`config.mk`:
```
export PLATFORM = sky130hd
export DESIGN_NAME = daq_sampler
export DESIGN_NICKNAME = d
export VERILOG_FILES = /design/src/rtl/daq_sampler_pkg.sv /design/src/rtl/daq_sampler_sync_fifo.sv /design/src/rtl/daq_sampler.sv
export SDC_FILE = /design/constraint.sdc
export NUM_CORES = 1
export LEC_CHECK = 0
export ABC_AREA = 0
export ABC_CLOCK_PERIOD_IN_PS = 7200
export CORE_ASPECT_RATIO = 0.7
export CORE_MARGIN = 2
export CORE_UTILIZATION = 40
export DETAILED_ROUTE_END_ITERATION = 6
export SKIP_CTS_REPAIR_TIMING = 1
export SYNTH_ARGS = -nofsm -noshare
export SYNTH_HDL_FRONTEND = slang
export SYNTH_SLANG_ARGS = --single-unit
```
`constraint.sdc`:
```
create_clock -name clk -period 7.2 [get_ports clk]
set_input_delay 2.16 -clock clk [delete_from_list [all_inputs] [get_ports clk]]
set_output_delay 2.16 -clock clk [all_outputs]
set_load 0.1 [all_outputs]
```
`src/rtl/daq_sampler_pkg.sv`:
```
// Shared DAQ packet layout: field positions of word 0 and the sampler FSM
// state encoding. The field constants are common to daq and the host decoder.
// Ports: none (package).
package daq_sampler_pkg;

  localparam int DAQ_TAG_MSB   = 31;
  localparam int DAQ_TAG_LSB   = 24;
  localparam int DAQ_DROP_BIT  = 23;
  localparam int DAQ_PAYLOAD_W = 18;

  typedef enum logic [1:0] {
    ST_IDLE = 2'd0,
    ST_REQ  = 2'd1,
    ST_W0   = 2'd2,
    ST_W1   = 2'd3
  } daq_state_t;

  // Word 0 = {tag[7:0], drop flag, 5'b0, payload[17:0]}
  function automatic logic [31:0] daq_word0(input logic [7:0]               tag,
                                            input logic                     drop,
                                            input logic [DAQ_PAYLOAD_W-1:0] payload);
    daq_word0 = {tag, drop, 5'b00000, payload};
  endfunction

endpackage

```
`src/rtl/daq_sampler_sync_fifo.sv`:
```
// Synchronous FIFO with full/empty flags, show-ahead read data (head of queue
// is always visible on o_rdata). Pointers carry one extra wrap bit.
// Ports: clk/rst_n, i_push/i_wdata write side, i_pop/o_rdata read side, o_full, o_empty.
module sync_fifo #(
  parameter int WIDTH      = 51,
  parameter int DEPTH_BITS = 4
) (
  input  logic             clk,
  input  logic             rst_n,
  input  logic             i_push,
  input  logic [WIDTH-1:0] i_wdata,
  input  logic             i_pop,
  output logic [WIDTH-1:0] o_rdata,
  output logic             o_full,
  output logic             o_empty
);

  localparam logic [DEPTH_BITS:0] PTR_ONE = 1;

  logic [WIDTH-1:0]    r_mem [2**DEPTH_BITS];
  logic [DEPTH_BITS:0] r_wptr;
  logic [DEPTH_BITS:0] r_rptr;
  logic                w_do_push;
  logic                w_do_pop;

  assign o_empty   = (r_wptr == r_rptr);
  assign o_full    = (r_wptr[DEPTH_BITS] != r_rptr[DEPTH_BITS]) &&
                     (r_wptr[DEPTH_BITS-1:0] == r_rptr[DEPTH_BITS-1:0]);
  assign w_do_push = i_push & ~o_full;
  assign w_do_pop  = i_pop & ~o_empty;
  assign o_rdata   = r_mem[r_rptr[DEPTH_BITS-1:0]];

  // Storage is not reset; the pointers alone define what is valid.
  always_ff @(posedge clk) begin
    if (w_do_push) begin
      r_mem[r_wptr[DEPTH_BITS-1:0]] <= i_wdata;
    end
  end

  always_ff @(posedge clk or negedge rst_n) begin
    if (!rst_n) begin
      r_wptr <= '0;
      r_rptr <= '0;
    end else begin
      if (w_do_push) r_wptr <= r_wptr + PTR_ONE;
      if (w_do_pop)  r_rptr <= r_rptr + PTR_ONE;
    end
  end

endmodule

```
`src/rtl/daq_sampler.sv`:
```
// Periodic sampler: strobes every max(period,1) cycles while enabled, queues
// {systime, signal, pending_drop} records and sends each as a 2-word DAQ packet.
// Ports: clk/rst_n, systime, signal, enable, period in; daq_data/valid/end/req out,
//        daq_grant in, drop_count out (saturating count of samples lost to a full FIFO).
module daq_sampler
  import daq_sampler_pkg::*;
#(
  parameter int CHANNEL     = 0,
  parameter int SIG_WIDTH   = 18,
  parameter int DEPTH_BITS  = 4,
  parameter int PERIOD_BITS = 24
) (
  input  logic                   clk,
  input  logic                   rst_n,
  input  logic [31:0]            systime,
  input  logic [SIG_WIDTH-1:0]   signal,
  input  logic                   enable,
  input  logic [PERIOD_BITS-1:0] period,
  output logic [31:0]            daq_data,
  output logic                   daq_valid,
  output logic                   daq_end,
  output logic                   daq_req,
  input  logic                   daq_grant,
  output logic [15:0]            drop_count
);

  localparam int                     REC_W   = 32 + SIG_WIDTH + 1;
  localparam logic [7:0]             TAG     = 8'(CHANNEL);
  localparam logic [PERIOD_BITS-1:0] CNT_ONE = 1;

  // Interval counter
  logic                   r_en_d;
  logic [PERIOD_BITS-1:0] r_cnt;
  logic [PERIOD_BITS-1:0] w_load_val;
  logic                   w_rise;
  logic                   w_strobe;

  // Record queue
  logic             r_pend;
  logic [15:0]      r_drop;
  logic             w_full;
  logic             w_empty;
  logic             w_pop;
  logic             w_push;
  logic [REC_W-1:0] w_wdata;
  logic [REC_W-1:0] w_rdata;

  // Packet FSM
  daq_state_t r_state;
  daq_state_t w_nstate;
  logic       w_nvalid;
  logic       w_nend;
  logic       w_nreq;
  logic [31:0] w_ndata;
  logic [31:0] r_data;
  logic        r_valid;
  logic        r_end;
  logic        r_req;
  logic [31:0]              w_head_ts;
  logic [SIG_WIDTH-1:0]     w_head_sig;
  logic                     w_head_drop;
  logic [DAQ_PAYLOAD_W-1:0] w_payload;
  logic [31:0]              w_word0;

  // period==0 behaves as 1, so the reload value never underflows.
  assign w_load_val = (period == '0) ? '0 : (period - CNT_ONE);
  assign w_rise     = enable & ~r_en_d;
  // The rising cycle only loads; strobes start counting from the next cycle.
  assign w_strobe   = enable & r_en_d & (r_cnt == '0);

  always_ff @(posedge clk or negedge rst_n) begin
    if (!rst_n) begin
      r_en_d <= 1'b0;
      r_cnt  <= '0;
    end else begin
      r_en_d <= enable;
      if (w_rise || w_strobe) begin
        r_cnt <= w_load_val;
      end else if (enable) begin
        r_cnt <= r_cnt - CNT_ONE;
      end
    end
  end

  // A strobe with the FIFO full loses the sample; the next stored record
  // carries the drop flag so the host sees the gap.
  assign w_push  = w_strobe & ~w_full;
  assign w_wdata = {systime, signal, r_pend};

  always_ff @(posedge clk or negedge rst_n) begin
    if (!rst_n) begin
      r_pend <= 1'b0;
      r_drop <= '0;
    end else if (w_strobe) begin
      r_pend <= w_full;
      if (w_full && (r_drop != 16'hFFFF)) begin
        r_drop <= r_drop + 16'd1;
      end
    end
  end

  sync_fifo #(
    .WIDTH      (REC_W),
    .DEPTH_BITS (DEPTH_BITS)
  ) u_fifo (
    .clk     (clk),
    .rst_n   (rst_n),
    .i_push  (w_push),
    .i_wdata (w_wdata),
    .i_pop   (w_pop),
    .o_rdata (w_rdata),
    .o_full  (w_full),
    .o_empty (w_empty)
  );

  assign w_head_ts   = w_rdata[REC_W-1 -: 32];
  assign w_head_sig  = w_rdata[SIG_WIDTH:1];
  assign w_head_drop = w_rdata[0];

  always_comb begin
    w_payload                = '0;
    w_payload[SIG_WIDTH-1:0] = w_head_sig;
  end

  assign w_word0 = daq_word0(TAG, w_head_drop, w_payload);

  always_ff @(posedge clk or negedge rst_n) begin
    if (!rst_n) begin
      r_state <= ST_IDLE;
      r_data  <= '0;
      r_valid <= 1'b0;
      r_end   <= 1'b0;
      r_req   <= 1'b0;
    end else begin
      r_state <= w_nstate;
      r_data  <= w_ndata;
      r_valid <= w_nvalid;
      r_end   <= w_nend;
      r_req   <= w_nreq;
    end
  end

  // Outputs are registered from the next state, so r_valid marks a word that
  // the arbiter sees this cycle. In W0/W1 a word only advances once it was
  // actually presented; otherwise the state stalls and valid follows grant.
  always_comb begin
    w_nstate = r_state;
    w_nvalid = 1'b0;
    w_pop    = 1'b0;
    case (r_state)
      ST_IDLE: begin
        if (!w_empty) w_nstate = ST_REQ;
      end
      ST_REQ: begin
        if (daq_grant) begin
          w_nstate = ST_W0;
          w_nvalid = 1'b1;
        end
      end
      ST_W0: begin
        if (r_valid) w_nstate = ST_W1;
        w_nvalid = daq_grant;
      end
      ST_W1: begin
        if (r_valid) begin
          w_nstate = ST_IDLE;
          w_pop    = 1'b1;
        end else begin
          w_nvalid = daq_grant;
        end
      end
      default: w_nstate = ST_IDLE;
    endcase

    w_nreq  = (w_nstate != ST_IDLE);
    w_nend  = w_nvalid && (w_nstate == ST_W1);
    w_ndata = '0;
    if (w_nstate == ST_W0)      w_ndata = w_word0;
    else if (w_nstate == ST_W1) w_ndata = w_head_ts;
  end

  assign daq_data   = r_data;
  assign daq_valid  = r_valid;
  assign daq_end    = r_end;
  assign daq_req    = r_req;
  assign drop_count = r_drop;

endmodule
```
## Word-level counts from Yosys, hierarchy flattened

Memories as Yosys holds them, arrays and structs flattened.
Index checks and enable logic that the tools add are counted.

- Add/subtract/negate cells: 5
- Eq/ne operators: 9
- Order comparisons: 0
- Muxes and demuxes: 17
- $mul: 0
- Div/mod/pow operators: 0
- Shift operators: 0
- Bitwise logic cells: 9
- Reduce and logical (&&, ||, !) cells: 10

Operator list:

| cell | number |
|---|---|
| $mux 24 | 3 |
| $mux 32 | 2 |
| $logic_not 24->1 | 2 |
| $sub 24x1->24 const B | 2 |
| $add 16x1->16 const B | 1 |
| $ne 16x16->1 const B | 1 |
| $add 5x1->5 const B | 2 |
| $eq 2x2->1 const B | 4 |
| $mux 2 | 4 |
| $pmux 2 s4 | 1 |
| $and 1x1->1 | 6 |
| $mux 1 | 6 |
| $eq 5x5->1 | 1 |
| $eq 4x4->1 | 1 |
| $reduce_bool 2->1 | 2 |
| $logic_and 1x1->1 | 3 |
| $not 1->1 | 3 |
| $pmux 1 s3 | 1 |
| $eq 2x1->1 const B | 1 |
| $logic_not 2->1 | 1 |
| $reduce_and 2->1 | 1 |
| $logic_or 1x1->1 | 1 |
| $ne 1x1->1 | 1 |

- Latch bits: 0
- Bits of input ports: 78
- Bits in registers: 89
- Bits in writable memories: 816
- Word-level logic and storage cells: 62
- Bits in read-only memories: 0
- Output and inout port bits: 51
- Memories kept: 1

Memory list:

| name | depth | width | rd ports | clocked after memory_dff | wr ports | line | source |
|---|---|---|---|---|---|---|---|
| u_fifo.r_mem | 16 | 51 | 1 | 0 | 1 | daq_sampler_sync_fifo.sv:20 | `logic [WIDTH-1:0] r_mem [2**DEPTH_BITS];` |

## Longest topological paths before layout

Gate-level depths: netlist of run 1.

- Depth in word-level cells: 7
- Gate-level depth with buffers: 10
- Depth with buffers taken out: 9

## By module

Synthesis of run 1 repeated with hierarchy kept, for this count alone.

- Cells, all modules: 1873
- Area total of the unflattened synthesis: 36281.0 um^2

By module, submodules not included:

| module | area an instance (um^2) | times used | sequential area each (um^2) | cells each |
|---|---|---|---|---|
| sync_fifo | 32001.9 | 1 | 24753.7 | 1436 |
| daq_sampler | 4279.1 | 1 | 1976.9 | 437 |

## Least setup slack after synthesis of run 1

Ideal clock, no wire load.

- Kind: input -> register
- From: input enable
- To: memory u_fifo.r_mem[3][0], enable pin
- Buffers on the path: 0
- Data required time: 6.678 ns
- Data arrival time: 6.528 ns
- Stages: 6
- Path slack: 0.150 ns
- Setup time: 0.522 ns
- Path through: nand4b_1 -> nor4_1 -> nand2b_1 -> a21oi_2 -> nand2_1 -> nor3_1

- Longest elaborated chain between the ends: 6

Ends and longest elaborated chain:

| item | line | source |
|---|---|---|
| from (decl) | daq_sampler.sv:17 | `input logic enable,` |
| $and 1x1->1 (2 in a row) | daq_sampler.sv:69 | `assign w_strobe = enable & r_en_d & (r_cnt == '0);` |
| $and 1x1->1 | daq_sampler.sv:87 | `assign w_push = w_strobe & ~w_full;` |
| $and 1x1->1 | daq_sampler_sync_fifo.sv:29 | `assign w_do_push = i_push & ~o_full;` |
| $mux 1 | daq_sampler_sync_fifo.sv:35 | `if (w_do_push) begin` |
| $mux 1 (implied by the code) | daq_sampler_sync_fifo.sv:36 | `r_mem[r_wptr[DEPTH_BITS-1:0]] <= i_wdata;` |
| to (decl) | daq_sampler_sync_fifo.sv:20 |  |

Every way passes these cells.

## Worst setup path in the final report of run 1

- From: input enable
- To: memory u_fifo.r_mem[10][29], enable pin

The elaborated chain is that of the path after synthesis.

==> summary.md, run 1 <==
| Metric | Value |
|---|---|
| Combined global-route utilization of all metal layers | `around 18%` |
| Post-route worst setup slack | `2.103 ns` |
| Final-layout setup total negative slack | `0 ns` |
| Sequential group share of total power | `44.3%` |
| Wirelength, routed | `80660 µm` |
| Number of distinct library cell variants in the gate-level netlist after synthesis | `58` |
| Net switching share of the total power | `around 29%` |
| Crit start category | `input port` |
| Area grow syn2layout | `16.17%` |
| Clk slew on worst S/H paths | `0.06 ns` |
| Proportion of synthesized flip-flops having asynchronous set or reset | `under 10%` |
| Crit-path max FO | `31` |
| Cell with the largest stage delay on the worst path | `sky130_fd_sc_hd__nor2_4` |
| Min Tclk post-route | `around 5 ns` |
| Vertical die dimension | `around 250 µm` |
| Status | `finished clean` |
| Number of storage elements in the synthesis netlist | `a little over 900` |
| Data required, critical path | `between 7 and 8 ns` |
| CP endpoint kind | `flop` |
| Syn. warnings | `0` |
| Drt drc | `0` |
| Max Root-Sink Buffers | `3` |
| Number of vias per cell after detailed routing | `5.702` |
| Slew headroom | `approximately a fifth` |
| Fin Clk Skew | `a little over 0.03 ns` |
| Commonest cells after routing, fill and taps aside | `sky130_fd_sc_hd__edfxtp_1 (816), sky130_fd_sc_hd__mux4_2 (217), sky130_fd_sc_hd__clkdlybuf4s50_1 (127)` |
| Worst-case hold slack | `0.4931 ns` |
| Final max-slew violation count | `0` |
| Combinational fraction of design power | `roughly 23%` |
| Internal power component | `around 9.7 mW` |
| Count of boundary I/O pins | `129` |
| Transition at the pin with the smallest max-transition slack | `around 1.2 ns` |
| Origin of the worst setup path | `enable` |
| Number of endpoints failing setup at the final stage | `0` |
| Synth Net Count | `1754` |
| Core outline area | `slightly below 0.09 mm²` |
| Chip Width | `roughly 360 µm` |
| Via count | `~17000` |
| Maximum vdd ir drop | `between 400 and 500 µV` |
| Max Fclk | `196.2 MHz` |
| Clock tree from TritonCTS | `built` |
| Unrepaired setup endpoints after global routing | `false` |
| Setup CP Type | `input port to flop` |
| Final hold violation count | `0` |
| Fraction of the cycle the final worst path needs | `between 70% and 80%` |
| Last weighted congestion value of the routability-driven placer | `about 0.82` |
| Area of the die | `between 0.09 and 0.1 mm²` |
| Routed Antenna Nets | `0` |
| First DRT Iteration DRCs | `around 1700` |
| Syn Inst Count | `roughly 1700` |
| Starting density of the core | `around two fifths` |
| Hold_sp | `drop_count[15]$_DFFE_PN0P_` |
| Drt pass-1 iters | `5` |
| Number of buffers added by the clock tree synthesis step | `85` |
| Largest net degree at the start of global routing | `roughly 110` |
| GR Overflow Total | `0` |
| Summed instance area of the synthesized netlist | `approximately 0.035 mm²` |
| Sink count of the clock tree | `905` |
| Count of nets after finishing | `between 1500 and 2000` |
| Power share of the clock group | `33.2%` |
| Critical path data arrival time | `5.40 ns` |
| Crit path cell chain | `clkdlybuf4s50_1 -> buf_4 -> nand4b_1 -> nor4_1 -> nand2b_1 -> a21oi_2 -> nand2_1 -> nor2_4 -> buf_12` |
| Number of H-tree branching levels | `3` |
| Min-delay worst type | `flop to flop` |
| Commonest register cell after synthesis | `sky130_fd_sc_hd__edfxtp_1` |
| Register area share after synthesis | `approximately three quarters` |
| Vias in the first global route | `roughly 18000` |
| Detailed placer's ending HPWL | `approximately 46000 µm` |
| Wire length per cell | `between 20 and 30 µm` |
| Power per standard cell area | `approximately 330 mW/mm²` |
| Global-route wire length before repair | `about 120000 µm` |
| I/O Buffers | `around 130` |
| Root cell of the clock tree | `sky130_fd_sc_hd__clkbuf_16` |
| Count of max-cap constraint violations | `0` |
| Worst slack at placement | `~1.5 ns` |
| FP Rows | `90` |
| Synthesized area per cell | `between 20 and 25 µm²` |
| Pleak | `roughly 13 nW` |
| Slowest stage delay, CP | `0.74 ns` |
| Share of cells above drive strength 1 | `between 20 and 25%` |
| NetSw | `3.907 mW` |
| Clock insertion delay at the later pin of the skew report | `around 0.65 ns` |
| Number of antenna violations at the first check in global routing | `3` |
| Most frequent standard cell in the layout excluding fill and tap cells | `sky130_fd_sc_hd__edfxtp_1` |
| Count of flip-flops with a built-in enable after synthesis | `approximately 820` |
| Worst reg2reg startpoint | `u_fifo.r_rptr[0]$_DFFE_PN0P_` |
[worst paths after layout]
kind,slack (ns),end,cells after the start
setup / recovery,2.10,u_fifo.r_mem[10][29]$_DFFE_PP_,9
hold / removal,0.49,drop_count[15]$_DFFE_PN0P_,1
setup reg to reg,3.15,daq_data[4]$_DFF_PN0_,6
hold reg to reg,0.49,drop_count[15]$_DFFE_PN0P_,1
max in group asynchronous,4.48,u_fifo.r_rptr[0]$_DFFE_PN0P_,2
min in group asynchronous,1.53,daq_data[27]$_DFF_PN0_,1
[worst max-delay path, delay by kind of cell]
kind	cells	cell delay [ns]
buf+inv	3	1.08
simple gates	5	1.72
compound gates	1	0.40
[per-stage QoR]
stage	util (%)	cells	power, mW	instance area, µm²
6_report	47.06	3056	13.62	40700
5_1_grt	47.06	3055	14.12	40700
4_1_cts	47.06	3055	13.77	40700
3_5_place_dp	43.82	2898	9.252	37900
3_3_place_gp	43.82	2898	9.219	37900
2_1_floorplan	-	1662	8.328	35030
[power by group through the flow]
| stage | Sequential, mW | Clock [mW] | Combinational, mW |
|---|---|---|---|
| after floorplan | 6.53 | 0 | 1.80 |
| after global placement | 6.14 | 0 | 3.08 |
| after detailed placement | 6.14 | 0 | 3.11 |
| after CTS | 6.03 | 4.62 | 3.12 |
| after global routing | 6.06 | 4.82 | 3.25 |
| final | 6.03 | 4.53 | 3.06 |
[kinds of logic (layout without fill, tap and decap cells)]
group / Yosys count / count (layout) / synth area share (%)
AO/OA/AOI/OAI: 174 / 174 / 3.704
buffers and inverters: 94 / 337 / 1.164
AND/OR/NAND/NOR: 212 / 212 / 3.218
XOR/XNOR: 44 / 44 / 1.100
other: 0 / 1 / 0
adder cells (fa/ha/maj): 14 / 14 / 0.5000
multiplexers: 219 / 219 / 14.01
flip-flops: 905 / 905 / 76.30
[state kept, by name, summed over array words and instances (netlist names), 2 cells and up]
register	cells
u_fifo.r_mem	816
r_cnt	24
drop_count	16
r_state	2
daq_data	32
u_fifo.r_wptr	5
u_fifo.r_rptr	5
[metal layers]
layer  GRT usage (%)  up-vias  wire [µm]
met5               0        -          0
met4           3.742        0       1123
met3           3.776       82       6130
met2           26.35      616      36090
met1           27.95     9374      37320
li1                -     7353          -
[synth_stat cells, types with 2 or more instances]
cell type	n	share of area, %
sky130_fd_sc_hd__and2_1	3	0.054
sky130_fd_sc_hd__xor2_1	14	0.35
sky130_fd_sc_hd__or3_1	9	0.16
sky130_fd_sc_hd__nor3b_1	3	0.064
sky130_fd_sc_hd__nor4_1	19	0.34
sky130_fd_sc_hd__mux4_2	217	14
sky130_fd_sc_hd__o211ai_1	6	0.13
sky130_fd_sc_hd__nand2b_1	8	0.14
sky130_fd_sc_hd__and3_1	18	0.32
sky130_fd_sc_hd__or4_4	2	0.064
sky130_fd_sc_hd__a21o_1	2	0.043
sky130_fd_sc_hd__nand3_1	12	0.17
sky130_fd_sc_hd__a21oi_1	13	0.19
sky130_fd_sc_hd__edfxtp_1	816	70
sky130_fd_sc_hd__nand4b_1	3	0.075
sky130_fd_sc_hd__mux2_2	2	0.064
sky130_fd_sc_hd__ha_1	14	0.50
sky130_fd_sc_hd__or4_1	3	0.064
sky130_fd_sc_hd__buf_1	16	0.17
sky130_fd_sc_hd__buf_2	23	0.33
sky130_fd_sc_hd__nor3_1	22	0.31
sky130_fd_sc_hd__nor2b_1	9	0.16
sky130_fd_sc_hd__nand4_1	7	0.12
sky130_fd_sc_hd__or2_2	3	0.054
sky130_fd_sc_hd__inv_1	12	0.13
sky130_fd_sc_hd__nor2_1	43	0.46
sky130_fd_sc_hd__and4_1	3	0.075
sky130_fd_sc_hd__clkbuf_1	39	0.42
sky130_fd_sc_hd__a221oi_1	38	0.95
sky130_fd_sc_hd__a221o_1	3	0.086
sky130_fd_sc_hd__o21ai_1	8	0.11
sky130_fd_sc_hd__dfrtp_1	89	6.4
sky130_fd_sc_hd__a22o_1	39	0.98
sky130_fd_sc_hd__buf_6	3	0.096
sky130_fd_sc_hd__o221ai_1	7	0.18
sky130_fd_sc_hd__xnor2_1	30	0.75
sky130_fd_sc_hd__nand2_1	40	0.43
sky130_fd_sc_hd__o21ai_0	25	0.36
sky130_fd_sc_hd__o22ai_1	20	0.36
[final cells by class]
class,instances,area (µm²)
Tap cell,1150,1439
Antenna cell,1,2.502
Multi-Input combinational cell,663,8015
Inverter,12,45.04
Sequential cell,905,26740
Timing Repair Buffer,168,1654
Fill cell,7060,45780
Clock buffer,118,2352
Clock inverter,39,449.2
Note: power is estimated with default switching activity, not from simulation.
==> run 2: changes to the inputs <==
Settings changed: ABC_CLOCK_PERIOD_IN_PS 7200 to 4500.
Clock period 7.2 ns to 4.5 ns, I/O delays scaled along.
==> summary.md, run 2 (same netlist as run 1, synthesis figures left out) <==
| Metric | Value |
|---|---|
| Status | `finished clean` |
| Power per standard cell area | `around 530 mW/mm²` |
| Vertical die dimension | `approximately 250 µm` |
| Wirelength, routed | `approximately 84000 µm` |
| Combined global-route utilization of all metal layers | `18.86%` |
| Wire length per cell | `27.24 µm` |
| Maximum vdd ir drop | `805.6 µV` |
| Crit path cell chain | `clkdlybuf4s50_1` |
| Number of vias per cell after detailed routing | `5.763` |
| Global-route wire length before repair | `123100 µm` |
| Net switching share of the total power | `~29%` |
| Commonest cells after routing, fill and taps aside | `sky130_fd_sc_hd__edfxtp_1 (816), sky130_fd_sc_hd__mux4_2 (217), sky130_fd_sc_hd__clkdlybuf4s50_1 (127)` |
| Number of H-tree branching levels | `3` |
| NetSw | `around 6.4 mW` |
| I/O Buffers | `around 130` |
| Drt drc | `0` |
| Min-delay worst type | `flop to flop` |
| Largest register FFs | `just over 800` |
| Fin Clk Skew | `0.02370 ns` |
| CP endpoint kind | `output pin` |
| Largest net degree at the start of global routing | `slightly above 80` |
| Power share of the clock group | `32.8%` |
| Clock tree from TritonCTS | `built` |
| Number of buffers added by the clock tree synthesis step | `86` |
| Via count | `roughly 18000` |
| Detailed placer's ending HPWL | `between 50000 and 60000 µm` |
| Count of boundary I/O pins | `approximately 130` |
| Transition at the pin with the smallest max-transition slack | `around 1 ns` |
| Crit path buffers/inverters | `1` |
| Register-to-register setup slack | `approximately 0.95 ns` |
| Min Tclk post-route | `3.675 ns` |
| Last weighted congestion value of the routability-driven placer | `around 0.82` |
| Sequential group share of total power | `between 40% and 50%` |
| Root cell of the clock tree | `sky130_fd_sc_hd__clkbuf_16` |
| Count of max-cap constraint violations | `0` |
| Slowest stage delay, CP | `roughly 1.2 ns` |
| Setup CP Type | `flop to output pin` |
| Final hold violation count | `0` |
| Clk slew on worst S/H paths | `around 0.060 ns` |
| Slew headroom | `about a third` |
| Dpl cells | `~3000` |
| Crit-path max FO | `1` |
| Sink count of the clock tree | `~910` |
| Unrepaired setup endpoints after global routing | `false` |
| Critical path data arrival time | `between 2 and 2.5 ns` |
| Share of cells above drive strength 1 | `about a quarter` |
| Pleak | `about 13 nW` |
| Filler cell count | `between 7000 and 8000` |
| Area grow syn2layout | `17.40%` |
| Final max-slew violation count | `0` |
| Clock insertion delay at the later pin of the skew report | `roughly 0.66 ns` |
| Internal power component | `15.55 mW` |
| Most frequent standard cell in the layout excluding fill and tap cells | `sky130_fd_sc_hd__edfxtp_1` |
| Starting density of the core | `between 40% and 50%` |
| Max Root-Sink Buffers | `3` |
| Number of endpoints failing setup at the final stage | `0` |
| Fraction of the cycle the final worst path needs | `81.67%` |
| First DRT Iteration DRCs | `1960` |
| Chip Width | `roughly 360 µm` |
| N_diodes | `0` |
| Area of the die | `~0.090 mm²` |
| Routed Antenna Nets | `0` |
| Kind of cell adding the most delay to the critical path | `buffers and inverters` |
| Core outline area | `around 0.086 mm²` |
| Vias in the first global route | `approximately 18000` |
| Combinational fraction of design power | `about a quarter` |
| Count of nets after finishing | `between 1500 and 2000` |
| Number of antenna violations at the first check in global routing | `4` |
| FP Rows | `90` |
| Post-Layout Cell Count | `3081` |
| Drt pass-1 iters | `5` |
| Final-layout setup total negative slack | `0 ns` |
| Data required, critical path | `approximately 3.2 ns` |
| End-of-flow core utilization | `approximately 48%` |
| Cell with the largest stage delay on the worst path | `sky130_fd_sc_hd__clkdlybuf4s50_1` |
| Crit start category | `flop` |
| Max Fclk | `between 200 and 300 MHz` |
| GR Overflow Total | `0` |
run 2: changes by cell type in the layout (fill, tap and decap cells not counted), moves of 2 or more:
cell and change:
sky130_fd_sc_hd__buf_12 +18, sky130_fd_sc_hd__buf_4 +5, sky130_fd_sc_hd__clkbuf_1 -3, sky130_fd_sc_hd__clkbuf_8 -2, sky130_fd_sc_hd__clkinv_1 +3, sky130_fd_sc_hd__clkinv_2 +6, sky130_fd_sc_hd__inv_6 -2, sky130_fd_sc_hd__nor3_2 -4
sky130_fd_sc_hd__nor3_4 +4
run 2: power by group through the flow:
stage	clock network (mW)	registers, mW	logic (mW)
2_1_floorplan	0	10.4	2.88
3_5_place_dp	0	9.70	5.31
4_1_cts	7.37	9.53	5.33
3_3_place_gp	0	9.70	5.27
6_report	7.22	9.54	5.25
5_1_grt	7.68	9.55	5.57
run 2: metal layers:
layer,track usage (%),vias up,share of wire (%)
li1,-,7401,-
met1,30.44,9567,47
met2,26.14,699,43
met3,4.159,90,8.2
met4,3.742,0,1.5
met5,0,-,0
run 2: stage by stage:
step	worst slack, ns	power [mW]	instance area (µm²)	hold slack, ns
CTS	0.8205	22.22	41130	0.5202
global route	0.6716	22.80	41130	0.5438
detailed placement	0.2006	15.01	38320	0.5031
global placement	0.1725	14.97	38320	0.4885
floorplan	-0.3744	13.33	35060	0.4619
finish	0.8246	22.00	41130	0.5200
run 2: worst paths after layout:
| kind | startpoint | end | cells past startpoint |
|---|---|---|---|
| max | daq_data[3]$_DFF_PN0_ | daq_data[3] | 1 |
| min | drop_count[15]$_DFFE_PN0P_ | drop_count[15]$_DFFE_PN0P_ | 1 |
| max reg2reg | u_fifo.r_rptr[1]$_DFFE_PN0P_ | daq_data[0]$_DFF_PN0_ | 6 |
| min reg2reg | drop_count[15]$_DFFE_PN0P_ | drop_count[15]$_DFFE_PN0P_ | 1 |
| max in group asynchronous | rst_n | daq_data[0]$_DFF_PN0_ | 2 |
| min in group asynchronous | rst_n | daq_data[24]$_DFF_PN0_ | 1 |
run 2: final cells by class:
cell class,count,area (µm²),share of cell area (%)
Sequential cell,905,26740,65.02
Inverter,12,45.04,0.1095
Clock inverter,46,471.7,1.147
Timing Repair Buffer,191,2052,4.989
Multi-Input combinational cell,663,8040,19.55
Tap cell,1150,1439,3.499
Clock buffer,114,2338,5.686
==> run 3: changes to the inputs <==
Settings changed: ABC_CLOCK_PERIOD_IN_PS 4500 to 3800.
Clock period 4.5 ns to 3.8 ns, I/O delays scaled along.
==> summary.md, run 3 (same netlist as run 1, synthesis figures left out) <==
| Metric | Value |
|---|---|
| Internal power component | `around 18 mW` |
| Sink count of the clock tree | `~910` |
| Wire length per cell | `27.58 µm` |
| Number of H-tree branching levels | `3` |
| Critical path data arrival time | `around 3.6 ns` |
| Transition at the pin with the smallest max-transition slack | `around 0.93 ns` |
| Share of cells above drive strength 1 | `27.06%` |
| Root cell of the clock tree | `sky130_fd_sc_hd__clkbuf_16` |
| Power share of the clock group | `32.5%` |
| Routed Antenna Nets | `0` |
| Power per standard cell area | `between 600 and 700 mW/mm²` |
| Drt pass-1 iters | `5` |
| Net switching share of the total power | `29.45%` |
| M1 WL | `between 30000 and 40000 µm` |
| Max Fclk | `309.1 MHz` |
| Filler cell count | `approximately 7000` |
| Worst slack at placement | `-0.07268 ns` |
| Max Root-Sink Buffers | `3` |
| Kind of cell adding the most delay to the critical path | `buffers and inverters` |
| Crit start category | `input port` |
| Min-delay worst type | `flop to flop` |
| Fin Clk Skew | `roughly 0.043 ns` |
| CP most frequent cell | `sky130_fd_sc_hd__buf_4` |
| Starting density of the core | `40.51%` |
| Number of endpoints failing setup at the final stage | `0` |
| Count of boundary I/O pins | `~130` |
| Crit path cell chain | `clkdlybuf4s50_1 -> nand4b_1 -> nor4_1 -> buf_4 -> nand2b_1 -> a21oi_2 -> nand2_1 -> nor3_4 -> buf_12 -> buf_4` |
| Combined global-route utilization of all metal layers | `19.26%` |
| First DRT Iteration DRCs | `about 2200` |
| Worst-case hold slack | `0.4901 ns` |
| CP endpoint kind | `flop` |
| Largest register FFs | `816` |
| Drt drc | `0` |
| Slew headroom | `a little under two fifths` |
| Wirelength, routed | `approximately 86000 µm` |
| Clk slew on worst S/H paths | `0.06 ns` |
| Dpl cell area | `approximately 0.039 mm²` |
| Vertical die dimension | `about 250 µm` |
| Commonest cells after routing, fill and taps aside | `sky130_fd_sc_hd__edfxtp_1 (816), sky130_fd_sc_hd__mux4_2 (217), sky130_fd_sc_hd__buf_4 (112)` |
| Fraction of the cycle the final worst path needs | `a little under nine tenths` |
| Top layer used by detailed routing | `met5` |
| Number of antenna violations at the first check in global routing | `5` |
| Post-route worst setup slack | `between 0.5 and 0.6 ns` |
| Reg2Reg Capture Point | `u_fifo.r_mem[3][33]$_DFFE_PP_` |
| FP Rows | `90` |
| Area of the die | `between 0.09 and 0.1 mm²` |
| Clock insertion delay at the later pin of the skew report | `0.65 ns` |
| Largest net degree at the start of global routing | `slightly below 80` |
| Number of buffers added by the clock tree synthesis step | `87` |
| Count of max-cap constraint violations | `0` |
| Maximum vdd ir drop | `between 300 and 400 µV` |
| FF-to-FF path depth | `9` |
| Min Tclk post-route | `between 3 and 4 ns` |
| I/O Buffers | `between 100 and 150` |
| Crit-path max FO | `11` |
| Combinational fraction of design power | `24.4%` |
| NetSw | `slightly below 8 mW` |
| Clock tree from TritonCTS | `built` |
| Hold_sp | `drop_count[15]$_DFFE_PN0P_` |
| Met2 layer wire length in the routed design | `36990 µm` |
| N_diodes | `0` |
| Count of nets after finishing | `a little under 2000` |
| Worst Hold Endpoint | `drop_count[15]$_DFFE_PN0P_` |
| Unrepaired setup endpoints after global routing | `false` |
| Detailed placer's ending HPWL | `~55000 µm` |
| Setup CP Type | `input port to flop` |
| Multi-input logic area | `about 0.0080 mm²` |
| GR Overflow Total | `0` |
| Via count | `approximately 18000` |
| Chip Width | `357.7 µm` |
| Worst reg2reg startpoint | `r_cnt[8]$_DFFE_PN0P_` |
| Last weighted congestion value of the routability-driven placer | `roughly 0.84` |
| Final max-slew violation count | `0` |
| Register area | `0.02674 mm²` |
| Area grow syn2layout | `18.08%` |
| Final hold violation count | `0` |
| Cell with the largest stage delay on the worst path | `sky130_fd_sc_hd__clkdlybuf4s50_1` |
| Crit path buffers/inverters | `4` |
| Depth of the worst hold-timing path | `1` |
| Status | `finished clean` |
| Number of vias per cell after detailed routing | `5.783` |
| Global-route wire length before repair | `125300 µm` |
| Sequential group share of total power | `between 40% and 50%` |
| Detailed-routed wire length on met3 | `between 8000 and 9000 µm` |
| Most frequent standard cell in the layout excluding fill and tap cells | `sky130_fd_sc_hd__edfxtp_1` |
| Vias in the first global route | `between 15000 and 20000` |
| Post-route cell area | `about 0.041 mm²` |
| Slowest stage delay, CP | `around 0.50 ns` |
| Data required, critical path | `4.14 ns` |
| Pleak | `about 13 nW` |
| Register-to-register setup slack | `a little under 0.7 ns` |
| Core outline area | `around 0.086 mm²` |
## run 3: how the worst max path moves through the flow
stage / cells after the start / endpoint / start / slack (ns)
floorplan: 6 / u_fifo.r_mem[10][0]$_DFFE_PP_ / enable / -0.83
global placement: 10 / u_fifo.r_mem[3][16]$_DFFE_PP_ / enable / -0.04
detailed placement: 10 / u_fifo.r_mem[3][35]$_DFFE_PP_ / enable / -0.07
CTS: 10 / u_fifo.r_mem[3][15]$_DFFE_PP_ / enable / 0.58
global route: 10 / u_fifo.r_mem[3][33]$_DFFE_PP_ / enable / 0.41
finish: 10 / u_fifo.r_mem[3][33]$_DFFE_PP_ / enable / 0.56
## run 3: layout make-up
cell class / count / share of cell area [%]
Sequential cell: 905 / 64.64
Multi-Input combinational cell: 663 / 19.44
Clock buffer: 117 / 5.813
Timing Repair Buffer: 223 / 5.565
Tap cell: 1150 / 3.478
Clock inverter: 46 / 0.9558
Inverter: 12 / 0.1089
## run 3: power by group through the flow
stage	combinational, mW	clock (mW)	sequential (mW)
final	6.39	8.51	11.3
after global routing	6.72	9.09	11.3
after CTS	6.44	8.68	11.3
after detailed placement	6.42	0	11.5
after global placement	6.38	0	11.5
after floorplan	3.41	0	12.4
## run 3: metal layers
layer,up-vias,track usage (%)
li1,7473,-
met1,9615,29.75
met2,803,26.84
met3,126,5.382
met4,2,4.830
met5,-,0
## run 3: metrics by stage
step | utilization [%] | setup TNS, ns | instances | total power, mW
finish | 47.83 | 0 | 3116 | 26.21
detailed placement | 44.60 | -2.384 | 2953 | 17.94
global placement | 44.60 | -0.5379 | 2953 | 17.91
floorplan | - | -164.56 | 1662 | 15.78
global route | 47.83 | 0 | 3116 | 27.15
CTS | 47.83 | 0 | 3116 | 26.44
==> edit (config.mk and constraints of run 2) <==
Change the parameter `SIG_WIDTH` from 18 to 16.
--- a/src/rtl/daq_sampler.sv
+++ b/src/rtl/daq_sampler.sv
@@ -6,7 +6,7 @@
   import daq_sampler_pkg::*;
 #(
   parameter int CHANNEL     = 0,
-  parameter int SIG_WIDTH   = 18,
+  parameter int SIG_WIDTH   = 16,
   parameter int DEPTH_BITS  = 4,
   parameter int PERIOD_BITS = 24
 ) (
Interface: changed (resized signal); port bits go from 129 to 127. The function was not compared with the original's and may differ.
==> edit against run 2 <==
  * Sequential power fell by 2.6%
  * Sequential cell count decreased by 32
  * Final cell count is 2.0% lower
  * Worst setup slack lost 0.028 ns
  * Power decreased by 2.3%
  * Design area fell by 2.7%
  * Synthesized area fell by 3.1%
  * Global-route usage is 0.71 points lower
  * Sequential share of layout area down 0.57 points
  * Wire length decreased by 5.8%
  * Clock power rose by 0.6%
  * Largest cell class unchanged
  * Highest routed layer unchanged
==> edit: results (changes against run 2) <==
Run status:
- The flow ran to the end, and the final reports show no timing, DRC or antenna violations.

Final layout:
- The fraction of area in clock buffers and inverters is 0.0716 (+0.00323).
- The count of clock-net buffers in the final layout is 100 (-12%).
- The inverter count came to 15 (+3).
- The number of antenna cells inserted was 1 (+1).
- The register area is 0.0258 sq mm (-3.6%).
- The area growth from synthesis to layout is 17.9%.

GRT:
- The global-route usage over all layers is 0.181 (-0.00713).
- The number of antenna violations at the first check in global routing is 5 (+1).
- The maximum number of pins on one net before global-route repair is 90 (+9.8%).
- The first-pass GRT wire length is 116000 microns (-5.7%).

Synthesis:
- The share of the synthesized area in compound gates (AO/OA/AOI/OAI) is 0.0347 (-0.00230).
- The share of flip-flops with an asynchronous set or reset was 0.102 (+0.00360).
- The multiplexer share of the synthesized area is 0.141 (+0.000575).
- The cell count after synthesis came to 1617 (-2.7%).
- The xor/xnor cell area share of the yosys netlist was 0.0124 (+0.00139).
- The post-synthesis share of cell area spent on full adders, half adders and majority gates is 0.00516 (+0.000163).
- In the synthesized netlist, the cells that appear most often are sky130_fd_sc_hd__edfxtp_1, sky130_fd_sc_hd__mux4_2, sky130_fd_sc_hd__dfrtp_1.

Place:
- The global placer's final weighted congestion is 0.813 (-0.50%).
- The post-DP HPWL is 48300 microns (-5.8%).
- The total of buffers placed on input and output ports is 126 (-1.6%).

Power and ir drop:
- The areal power density over the cells was 537 mW/mm^2 (+0.46%).

Setup path:
- The cell with the largest stage delay on the worst path is sky130_fd_sc_hd__dfrtp_4.
- The reg-to-reg setup timing slack is 0.80 ns (-0.15 ns).

Clocking:
- The source-to-sink clock delay at the later pin of the worst-skew pair came to 0.64 ns (-0.02 ns).

Worst hold path:
- The worst hold path begins at drop_count[6]$_DFFE_PN0P_.
- The worst hold path terminates at drop_count[6]$_DFFE_PN0P_.

Route:
- The average detailed-routed wire length per instance is 26.2 microns (-3.9%).
- The routed wire length was 79100 microns (-5.8%).
-- edit: changes by cell type after synthesis, sizes merged, moves of 5 or more --
cell    before  now
edfxtp     816  784
nor4        20   14
mux4       217  211
or3         10    3
nand3       12   20
nand4        7   12
o21ai       34   26
-- edit: metal layers --
metal | routed length (microns) | vias to the layer above | GRT usage
li1 | - | 7172 | -
met1 | 37100 | 9017 | 0.279
met2 | 33900 | 681 | 0.259
met3 | 6980 | 95 | 0.0499
met4 | 1130 | 0 | 0.0357
met5 | 0 | - | 0
-- edit: how the worst max path moves through the flow --
| stage | from | end | slack, ns | cells past startpoint |
|---|---|---|---|---|
| after floorplan | enable | u_fifo.r_mem[13][0]$_DFFE_PP_ | -0.52 | 5 |
| after global placement | enable | u_fifo.r_mem[10][9]$_DFFE_PP_ | 0.29 | 8 |
| after detailed placement | enable | u_fifo.r_mem[2][15]$_DFFE_PP_ | 0.25 | 8 |
| after CTS | u_fifo.r_rptr[1]$_DFFE_PN0P_ | daq_data[1]$_DFF_PN0_ | 0.83 | 6 |
| after global routing | u_fifo.r_rptr[1]$_DFFE_PN0P_ | daq_data[1]$_DFF_PN0_ | 0.52 | 6 |
| final | u_fifo.r_rptr[1]$_DFFE_PN0P_ | daq_data[1]$_DFF_PN0_ | 0.80 | 6 |
-- edit: cell families (layout without fill, tap and decap cells) --
group / count (synthesis) / after routing
flops: 873 / 873
simple gates: 218 / 218
mux: 213 / 213
compound gates: 155 / 155
buf+inv: 96 / 360
xor+xnor: 48 / 48
fa+ha+maj: 14 / 14
other cells: 0 / 1
-- edit: where the power goes --
group / internal [uW] / total (uW) / switching (uW) / leakage, uW
combinational: 2050 / 4950 / 2890 / 0.00313
clock: 4250 / 7260 / 3010 / 0.00139
sequential: 9000 / 9290 / 287 / 0.00824
total: 15300 / 21500 / 6190 / 0.0128
